==> src/rtl/fifo_wr_arbiter.sv <==
`default_nettype none
// ============================================================================
// Module      : fifo_wr_arbiter
// Description : Round-robin, burst-locked arbiter sharing the single FIFO
//               write port among NUM_REQ requesters (write-clock domain).
//               Grants are gated by the FIFO full flag. A granted owner keeps
//               the port for up to MAX_BURST consecutive transfers. Transfer
//               latency is zero: grant, w_en and data_in are combinational
//               from registered state plus the current req/full.
// Ports       : w_clk, w_rst_n      - write clock, async active-low reset
//               req, req_data       - per-requester request and packed data
//               full                - FIFO full flag (blocks all grants)
//               write_error         - error pulse from the FIFO memory
//               gnt, w_en, data_in  - one-hot grant and memory write port
//               src_id              - index of current grantee (0 when none)
//               busy                - burst lock held
//               err_cnt, err_sticky - saturating error count / sticky flag
//                                     (only with FIFO_ARB_ERR_CNT_EN defined)
// Options     : `define FIFO_ARB_ERR_CNT_EN adds the error counter outputs.
// Revision    : 1.0 - initial release
// ============================================================================
module fifo_wr_arbiter #(
    parameter int NUM_REQ   = 4,
    parameter int DATA_SIZE = 8,
    parameter int MAX_BURST = 4
) (
    input  logic                           w_clk,
    input  logic                           w_rst_n,
    input  logic [NUM_REQ-1:0]             req,
    input  logic [NUM_REQ*DATA_SIZE-1:0]   req_data,
    input  logic                           full,
    input  logic                           write_error,
    output logic [NUM_REQ-1:0]             gnt,
    output logic                           w_en,
    output logic [DATA_SIZE-1:0]           data_in,
    output logic [$clog2(NUM_REQ)-1:0]     src_id,
    output logic                           busy
`ifdef FIFO_ARB_ERR_CNT_EN
    ,
    output logic [7:0]                     err_cnt,
    output logic                           err_sticky
`endif
);

    localparam int c_ID_W  = $clog2(NUM_REQ);
    localparam int c_CNT_W = $clog2(MAX_BURST + 1);

    // Lock state encoding (explicit width)
    localparam logic [0:0] c_ST_ARB  = 1'b0;
    localparam logic [0:0] c_ST_LOCK = 1'b1;

    logic [0:0]         r_lock,      w_lock_nxt;
    logic [c_ID_W-1:0]  r_owner,     w_owner_nxt;
    logic [c_CNT_W-1:0] r_burst_cnt, w_burst_cnt_nxt;
    logic [c_ID_W-1:0]  r_rr_ptr,    w_rr_ptr_nxt;

    logic               w_arb_found;
    logic [c_ID_W-1:0]  w_arb_idx;
    logic [c_ID_W-1:0]  w_cand_id;
    int                 w_cand;
    logic [c_ID_W-1:0]  w_sel_id;
    logic               w_owner_req;

    assign w_owner_req = req[r_owner];

    // Round-robin search: first set request at cyclic index after r_rr_ptr
    always_comb begin
        w_arb_found = 1'b0;
        w_arb_idx   = '0;
        w_cand      = 0;
        w_cand_id   = '0;
        for (int k = 1; k <= NUM_REQ; k++) begin
            w_cand = int'(r_rr_ptr) + k;
            if (w_cand >= NUM_REQ) begin
                w_cand = w_cand - NUM_REQ;
            end
            w_cand_id = c_ID_W'(w_cand);
            if (!w_arb_found && req[w_cand_id]) begin
                w_arb_found = 1'b1;
                w_arb_idx   = w_cand_id;
            end
        end
    end

    // ------------------------------------------------------------------
    // State register
    // ------------------------------------------------------------------
    always_ff @(posedge w_clk or negedge w_rst_n) begin
        if (!w_rst_n) begin
            r_lock      <= c_ST_ARB;
            r_owner     <= '0;
            r_burst_cnt <= '0;
            r_rr_ptr    <= c_ID_W'(NUM_REQ - 1);
        end else begin
            r_lock      <= w_lock_nxt;
            r_owner     <= w_owner_nxt;
            r_burst_cnt <= w_burst_cnt_nxt;
            r_rr_ptr    <= w_rr_ptr_nxt;
        end
    end

    // ------------------------------------------------------------------
    // Next-state logic
    // ------------------------------------------------------------------
    always_comb begin
        w_lock_nxt      = r_lock;
        w_owner_nxt     = r_owner;
        w_burst_cnt_nxt = r_burst_cnt;
        w_rr_ptr_nxt    = r_rr_ptr;
        case (r_lock)
            c_ST_LOCK: begin
                if (!w_owner_req) begin
                    // Owner gave up: release even while full, costs one bubble
                    w_lock_nxt   = c_ST_ARB;
                    w_rr_ptr_nxt = r_owner;
                end else if (!full) begin
                    w_burst_cnt_nxt = r_burst_cnt + 1'b1;
                    if (r_burst_cnt == c_CNT_W'(MAX_BURST - 1)) begin
                        // Final transfer of the burst; re-arbitrate next cycle
                        w_lock_nxt   = c_ST_ARB;
                        w_rr_ptr_nxt = r_owner;
                    end
                end
            end
            default: begin
                if (!full && w_arb_found) begin
                    w_burst_cnt_nxt = c_CNT_W'(1);
                    if (MAX_BURST == 1) begin
                        w_rr_ptr_nxt = w_arb_idx;
                    end else begin
                        w_lock_nxt  = c_ST_LOCK;
                        w_owner_nxt = w_arb_idx;
                    end
                end
            end
        endcase
    end

    // ------------------------------------------------------------------
    // Output logic (outputs forced idle while reset is asserted)
    // ------------------------------------------------------------------
    always_comb begin
        gnt      = '0;
        w_sel_id = '0;
        if (w_rst_n && !full) begin
            if (r_lock == c_ST_LOCK) begin
                if (w_owner_req) begin
                    gnt[r_owner] = 1'b1;
                    w_sel_id     = r_owner;
                end
            end else if (w_arb_found) begin
                gnt[w_arb_idx] = 1'b1;
                w_sel_id       = w_arb_idx;
            end
        end
    end

    assign src_id  = w_sel_id;
    assign w_en    = |(req & gnt);
    assign data_in = req_data[w_sel_id*DATA_SIZE +: DATA_SIZE];
    assign busy    = (r_lock == c_ST_LOCK);

`ifdef FIFO_ARB_ERR_CNT_EN
    logic [7:0] r_err_cnt;
    logic       r_err_sticky;

    always_ff @(posedge w_clk or negedge w_rst_n) begin
        if (!w_rst_n) begin
            r_err_cnt    <= '0;
            r_err_sticky <= 1'b0;
        end else if (write_error) begin
            if (r_err_cnt != 8'hFF) begin
                r_err_cnt <= r_err_cnt + 8'd1;
            end
            r_err_sticky <= 1'b1;
        end
    end

    assign err_cnt    = r_err_cnt;
    assign err_sticky = r_err_sticky;
`else
    // write_error is intentionally ignored in this build
    logic w_unused;
    assign w_unused = write_error;
`endif

endmodule
`default_nettype wire

==> config.mk <==
export PLATFORM = sky130hd
export DESIGN_NAME = fifo_wr_arbiter
export DESIGN_NICKNAME = d
export VERILOG_FILES = /design/src/rtl/fifo_wr_arbiter.sv
export SDC_FILE = /design/constraint.sdc
export NUM_CORES = 1
export LEC_CHECK = 0
export CAP_MARGIN = 20
export CORE_ASPECT_RATIO = 1.1
export CORE_UTILIZATION = 35
export CTS_CLUSTER_DIAMETER = 120
export DETAILED_ROUTE_END_ITERATION = 10
export PLACE_DENSITY = 0.67
export SYNTH_ARGS = -nofsm -noshare
export SYNTH_HDL_FRONTEND = slang
export SYNTH_SLANG_ARGS = --single-unit
==> constraint.sdc <==
create_clock -name w_clk -period 4.87 [get_ports w_clk]
set_input_delay 1.2175 -clock w_clk [delete_from_list [all_inputs] [get_ports w_clk]]
set_output_delay 1.2175 -clock w_clk [all_outputs]
set_load 0.02 [all_outputs]
== Word level (Yosys, flattened, before mapping) ==
Index checks and enable logic that the tools add are counted.
Storage, ports and cells
  bits of input ports: 40
  output and inout port bits: 16
  logic and storage cells: 95
  register bits: 8
Cells by class
  equal/unequal tests: 5
  add/sub/neg operators: 9
  reductions and logical operators: 16
  $lt $le $gt $ge: 12
  bitwise gates (word level): 2
  shift operators: 1
  mux-type cells: 46
Operator list (number)
  32-bit by 6-bit variable part select with 8-bit output: 1
  2-bit 2-to-1 mux: 15
  2-bit by 3-bit < comparator with 1-bit output (second input constant): 6
  1-bit 2-to-1 mux: 16
  4-bit 2-to-1 mux: 4
  3-bit 2-to-1 mux: 4
  1-bit binary-select mux with 2-bit select: 5
  3-bit >= comparator (second input constant): 3
  2-bit by 1-bit subtractor with 2-bit output (second input constant): 4
  1-bit logical AND: 7
  2-bit by 2-bit adder with 3-bit output (second input constant): 2
  3-bit AND reduction: 2
  2-bit by 3-bit adder with 4-bit output (second input constant): 1
  4-bit AND: 1
  1-bit demux with 2-bit select: 2
  2-bit by 1-bit >= comparator with 1-bit output (second input constant): 2
  4-bit by 3-bit >= comparator with 1-bit output (second input constant): 1
  1-bit logical NOT: 4
  2-bit by 1-bit != test with 1-bit output (second input constant): 2
  2-bit != test (second input constant): 2
  4-bit OR reduction: 1
  2-bit by 1-bit adder with 3-bit output (second input constant): 1
  3-bit by 1-bit adder with 3-bit output (second input constant): 1
  3-bit by 2-bit equality test with 1-bit output (second input constant): 1
  3 further kinds: 3

== Longest topological paths before layout ==
  word-level depth: 24
  gate-level depth with buffers: 8
  gate-level depth less buffers: 6

== Worst setup path before layout ==
OpenSTA, ideal clock, no wires.
  path kind: input -> output
  from: in req[3]
  to: out gnt[0]
  required time: 3.653 ns
  setup slack: 1.033 ns
  arrival: 2.619 ns
  cell stages on the path: 7
  path buffers: 2
  cell sequence: buf_4 -> nor2b_1 -> o21ai_2 -> buf_4 -> nor2_1 -> or3_1 -> a21oi_1
On the way
  word-level cells in the longest chain between the ends: 19
  elaborated cells between the ends (all ways): 33
  classes of those cells: 2 x order compare; 24 x mux; 7 x reduce/logical
Ends and longest elaborated chain
  from (decl): line 29  | input logic [NUM_REQ-1:0] req,
  1-bit binary-select mux with 2-bit select: line 78  | if (!w_arb_found && req[w_cand_id]) begin
  1-bit 2-to-1 mux (implied by the code): line 78
  1-bit 2-to-1 mux: line 78
  1-bit logical NOT: line 78
  1-bit logical AND: line 78
  1-bit 2-to-1 mux: line 78
  1-bit logical NOT: line 78
  1-bit logical AND: line 78
  [... 3 more ...]
  2-bit 2-to-1 mux: line 78
  2-bit by 3-bit < comparator with 1-bit output (implied by the code) or 2-bit by 1-bit >= comparator with 1-bit output (tied branches): line 152  | gnt[w_arb_idx] = 1'b1;
  1-bit logical AND (implied by the code): line 152
  1-bit 2-to-1 mux (implied by the code): line 152
  1-bit demux with 2-bit select: line 152
  4-bit 2-to-1 mux: line 151  | end else if (w_arb_found) begin
  4-bit 2-to-1 mux (*): line 146  | if (r_lock == c_ST_LOCK) begin
  4-bit 2-to-1 mux (*): line 145  | if (w_rst_n && !full) begin
  to (decl): line 33  | output logic [NUM_REQ-1:0] gnt,
Every way passes the cells marked *; elsewhere a longest branch is shown, timed or not. The select of a mux whose other input is x is not followed.

== Final worst setup path ==
  from: in req[0]
  to: out data_in[3]
On the way
  word-level cells in the longest chain between the ends: 16
  elaborated cells between the ends (all ways): 29
  classes of those cells: 1 x shift; 22 x mux; 6 x reduce/logical
Ends and longest elaborated chain
  1-bit binary-select mux with 2-bit select: line 78
  1-bit 2-to-1 mux (implied by the code): line 78
  1-bit 2-to-1 mux: line 78
  1-bit logical NOT: line 78
  1-bit logical AND: line 78
  1-bit 2-to-1 mux: line 78
  1-bit logical NOT: line 78
  1-bit logical AND: line 78
  1-bit 2-to-1 mux: line 78
  1-bit logical NOT: line 78
  1-bit logical AND: line 78
  2-bit 2-to-1 mux or 1-bit 2-to-1 mux (tied branches): line 78
  2-bit 2-to-1 mux: line 151
  2-bit 2-to-1 mux (*): line 146
  2-bit 2-to-1 mux (*): line 145
  32-bit by 6-bit variable part select with 8-bit output (*): line 160  | assign data_in = req_data[w_sel_id*DATA_SIZE +: DATA_SIZE];
  to (decl): line 35  | output logic [DATA_SIZE-1:0] data_in,
Marked as above.

==> impl_metrics.yaml <==
yosys:
  synth_cell_type_count: 38
  synthXorXnorAreaFrac: 0
  synth_area_sq_mm: 0.001414
  syn_nets: 249
  synth_flop_cell: "dfrtp_1"
  synth_edf_count: 0
  ys_warn_count: 0
  synthMuxAreaShare: 0.1159
  yosysSeqAreaShare: 0.1434
  synth_compound_area_frac: 0.2628
  synth_top_family_by_area: "simple AND/OR/NAND/NOR gates"
  synth-simple-area-share: 0.3522
  avgSynthCellArea_sq_um: 6.830
  async_flop_share: 1.000
  ys_ff_latch: 8
  synth-adder-area-share: 0.01770
  syn_inst: 207
grt:
  first_global_vias: 1652
  grt_max_degree: 33
  antenna_found_initial: 0
  grt-ovfl-total: 0
  grt_pass1_wl_um: 7320
  grt_util_all_layers: 0.2090
setup_path:
  crit_arrival_ns: 3.53
  required_ns: 3.65
  cp-end-kind: "output pin"
  worstSetupPathType: "in2out"
  reg2regPathDepth: 5
  critPathLaunchType: "input pin"
  critPathMaxFanout: 28
placed_design:
  dp_hpwl_um: 3022
  io_buffers: 54
  place.gp.congestion: 0.8346
routing:
  routed_wl_um: 4245
  firstDrtPassIters: 4
  detail_route.drc_violations: 0
  viasPerCell: 5.631
  postRouteAntennaNets: 0
  drtIter0Drc: 164
  vias: 1723
  top_layer: "met3"
  wl_per_cell_um: 13.87
  wl_met3_um: 158
  dr_wl_met2_um: 2070
  drt-met1-wl_um: 2015
sta:
  fin_crit_sh: 0.9747
  fmax_ghz: 0.2107
  slew_violations: 0
  finalCriticalPeriod_ns: 4.747
  tns_ns: 0
  finClkSkew_ns: 0.004566
  rsz0062_at_grt: "no"
  worst_pin_slew_ns: 0.3489
  max_slew_margin: 0.7644
  hold_ws_ns: 0.5199
  hold_viol: 0
  setup_viol: 0
hold_path:
  min_path_type: "reg2reg"
  holdPathStages: 2
final_layout:
  final_common_cell: "clkdlybuf4s50_1"
  fill_cells: 380
  final_nets: 299
  syn2layout_area_growth_pct: 48.14
  drive_gt1_frac: 0.1094
  multi_input_area_sq_mm: 0.001074
  seq_area_sq_um: 202.7
  layout_common_cells: "clkdlybuf4s50_1 (44), nand2_1 (39), o21ai_0 (20)"
  final_util: 0.5599
  insertedDiodeCount: 0
clocking:
  cts_buffer_depth: 2
  cts_root_buf: "clkbuf_8"
  insertion_delay_ns: 0.23
  cts_resized: 0
  clock-sinks: 8
  cts_tree: "yes"
  htreeDepth: 1
  cts.clk_slew.worst_paths_ns: 0.04
  cts_made_buffers: 3
  cts_setup_buffers: 0
  hold_buffers: 0
die:
  core_area_sq_mm: 0.003741
  die_x_um: 62.60
  die_y_um: 68.66
  start_util: 0.3779
  placementRows: 23
  ios: 56
  die-area_sq_mm: 0.004298
power:
  powerDensity_mw_per_mm2: 427.9
  power.leakage_nw: 0.8750
  vdd_drop_max_mv: 0.2141
job:
  maxCapViolCount: 0
status:
  status: "finished clean"
## report_power, final
part | leakage [nW] | total, mW | internal, mW | switching, mW
clock | 0.0228 | 0.0838 | 0.0568 | 0.0270
sequential | 0.0937 | 0.157 | 0.105 | 0.0519
combinational | 0.759 | 0.656 | 0.309 | 0.347
total | 0.875 | 0.896 | 0.470 | 0.426
## state kept, by name (all words and copies together), names as in the netlist
signal,count
r_rr_ptr,2
r_burst_cnt,3
r_owner,2
busy,1
## synthesized netlist by cell type (2+ instances only)
master	n	area [sq um]
nand3_1	3	15.01
nand2_1	39	146.4
a21oi_1	7	35.03
buf_6	4	45.04
nor3_1	18	90.09
nor2_1	7	26.28
ha_1	2	25.02
nand4_1	2	12.51
buf_2	4	20.02
mux2_2	3	33.78
buf_4	4	30.03
mux2i_1	13	130.1
inv_1	3	11.26
nor4_1	16	100.1
dfrtp_1	6	150.1
o22ai_1	2	12.51
clkbuf_1	10	37.54
o311a_1	16	160.2
dfstp_2	2	52.55
or3_1	5	31.28
o21ai_0	20	100.1
nor2b_1	3	18.77
nand2b_1	3	18.77
## area by class of cell
cell class / count / area share
clock buffer: 4 / 0.02151
tap: 50 / 0.02987
inverter: 4 / 0.007168
multi-input combinational: 172 / 0.5125
sequential: 8 / 0.09677
timing repair buffer: 68 / 0.3321
## per-layer routing
metal / up-vias / track usage
met5: - / 0
met4: 0 / 0.04942
met3: 0 / 0.03618
met2: 40 / 0.3696
met1: 804 / 0.2665
li1: 879 / -
## kinds of logic (layout without fill, tap and decap cells)
kind of cell | count (synthesis) | after routing
buffers and inverters | 27 | 76
adders and majority gates | 2 | 2
AOI/OAI and AO/OA | 53 | 53
DFF | 8 | 8
and+or+nand+nor | 101 | 101
muxes | 16 | 16
## final timing paths
check                                           start                          to  slack (ns)
min in group asynchronous                     w_rst_n  r_burst_cnt[1]$_DFFE_PN0P_        1.35
min                        r_burst_cnt[1]$_DFFE_PN0P_  r_burst_cnt[1]$_DFFE_PN0P_        0.52
min reg2reg                r_burst_cnt[1]$_DFFE_PN0P_  r_burst_cnt[1]$_DFFE_PN0P_        0.52
max reg2reg                    r_owner[1]$_DFFE_PN0P_     r_rr_ptr[0]$_DFFE_PN1P_        3.11
max                                            req[0]                  data_in[3]        0.12
max in group asynchronous                     w_rst_n     r_rr_ptr[1]$_DFFE_PN1P_        3.31
## metrics by stage
stage | setup slack, ns | power (mW) | instance area (sq um) | instances
after floorplan | 1.033 | 0.5987 | 1414 | 207
after global placement | 0.02675 | 0.8012 | 2016 | 302
after detailed placement | 0.008437 | 0.8100 | 2016 | 302
after CTS | 0.003962 | 0.8981 | 2061 | 306
after global routing | 0.02453 | 0.9744 | 2095 | 306
final | 0.1232 | 0.8963 | 2095 | 306
## worst max-delay path: stages
cell and delay, ns:
clkdlybuf4s50_1 0.58, nor4_4 0.09, or2_1 0.27, buf_12 0.18
o311a_1 0.35, nor3_1 0.18, mux2i_1 0.10, clkdlybuf4s50_1 0.55
(Power assumes the default switching activity.)
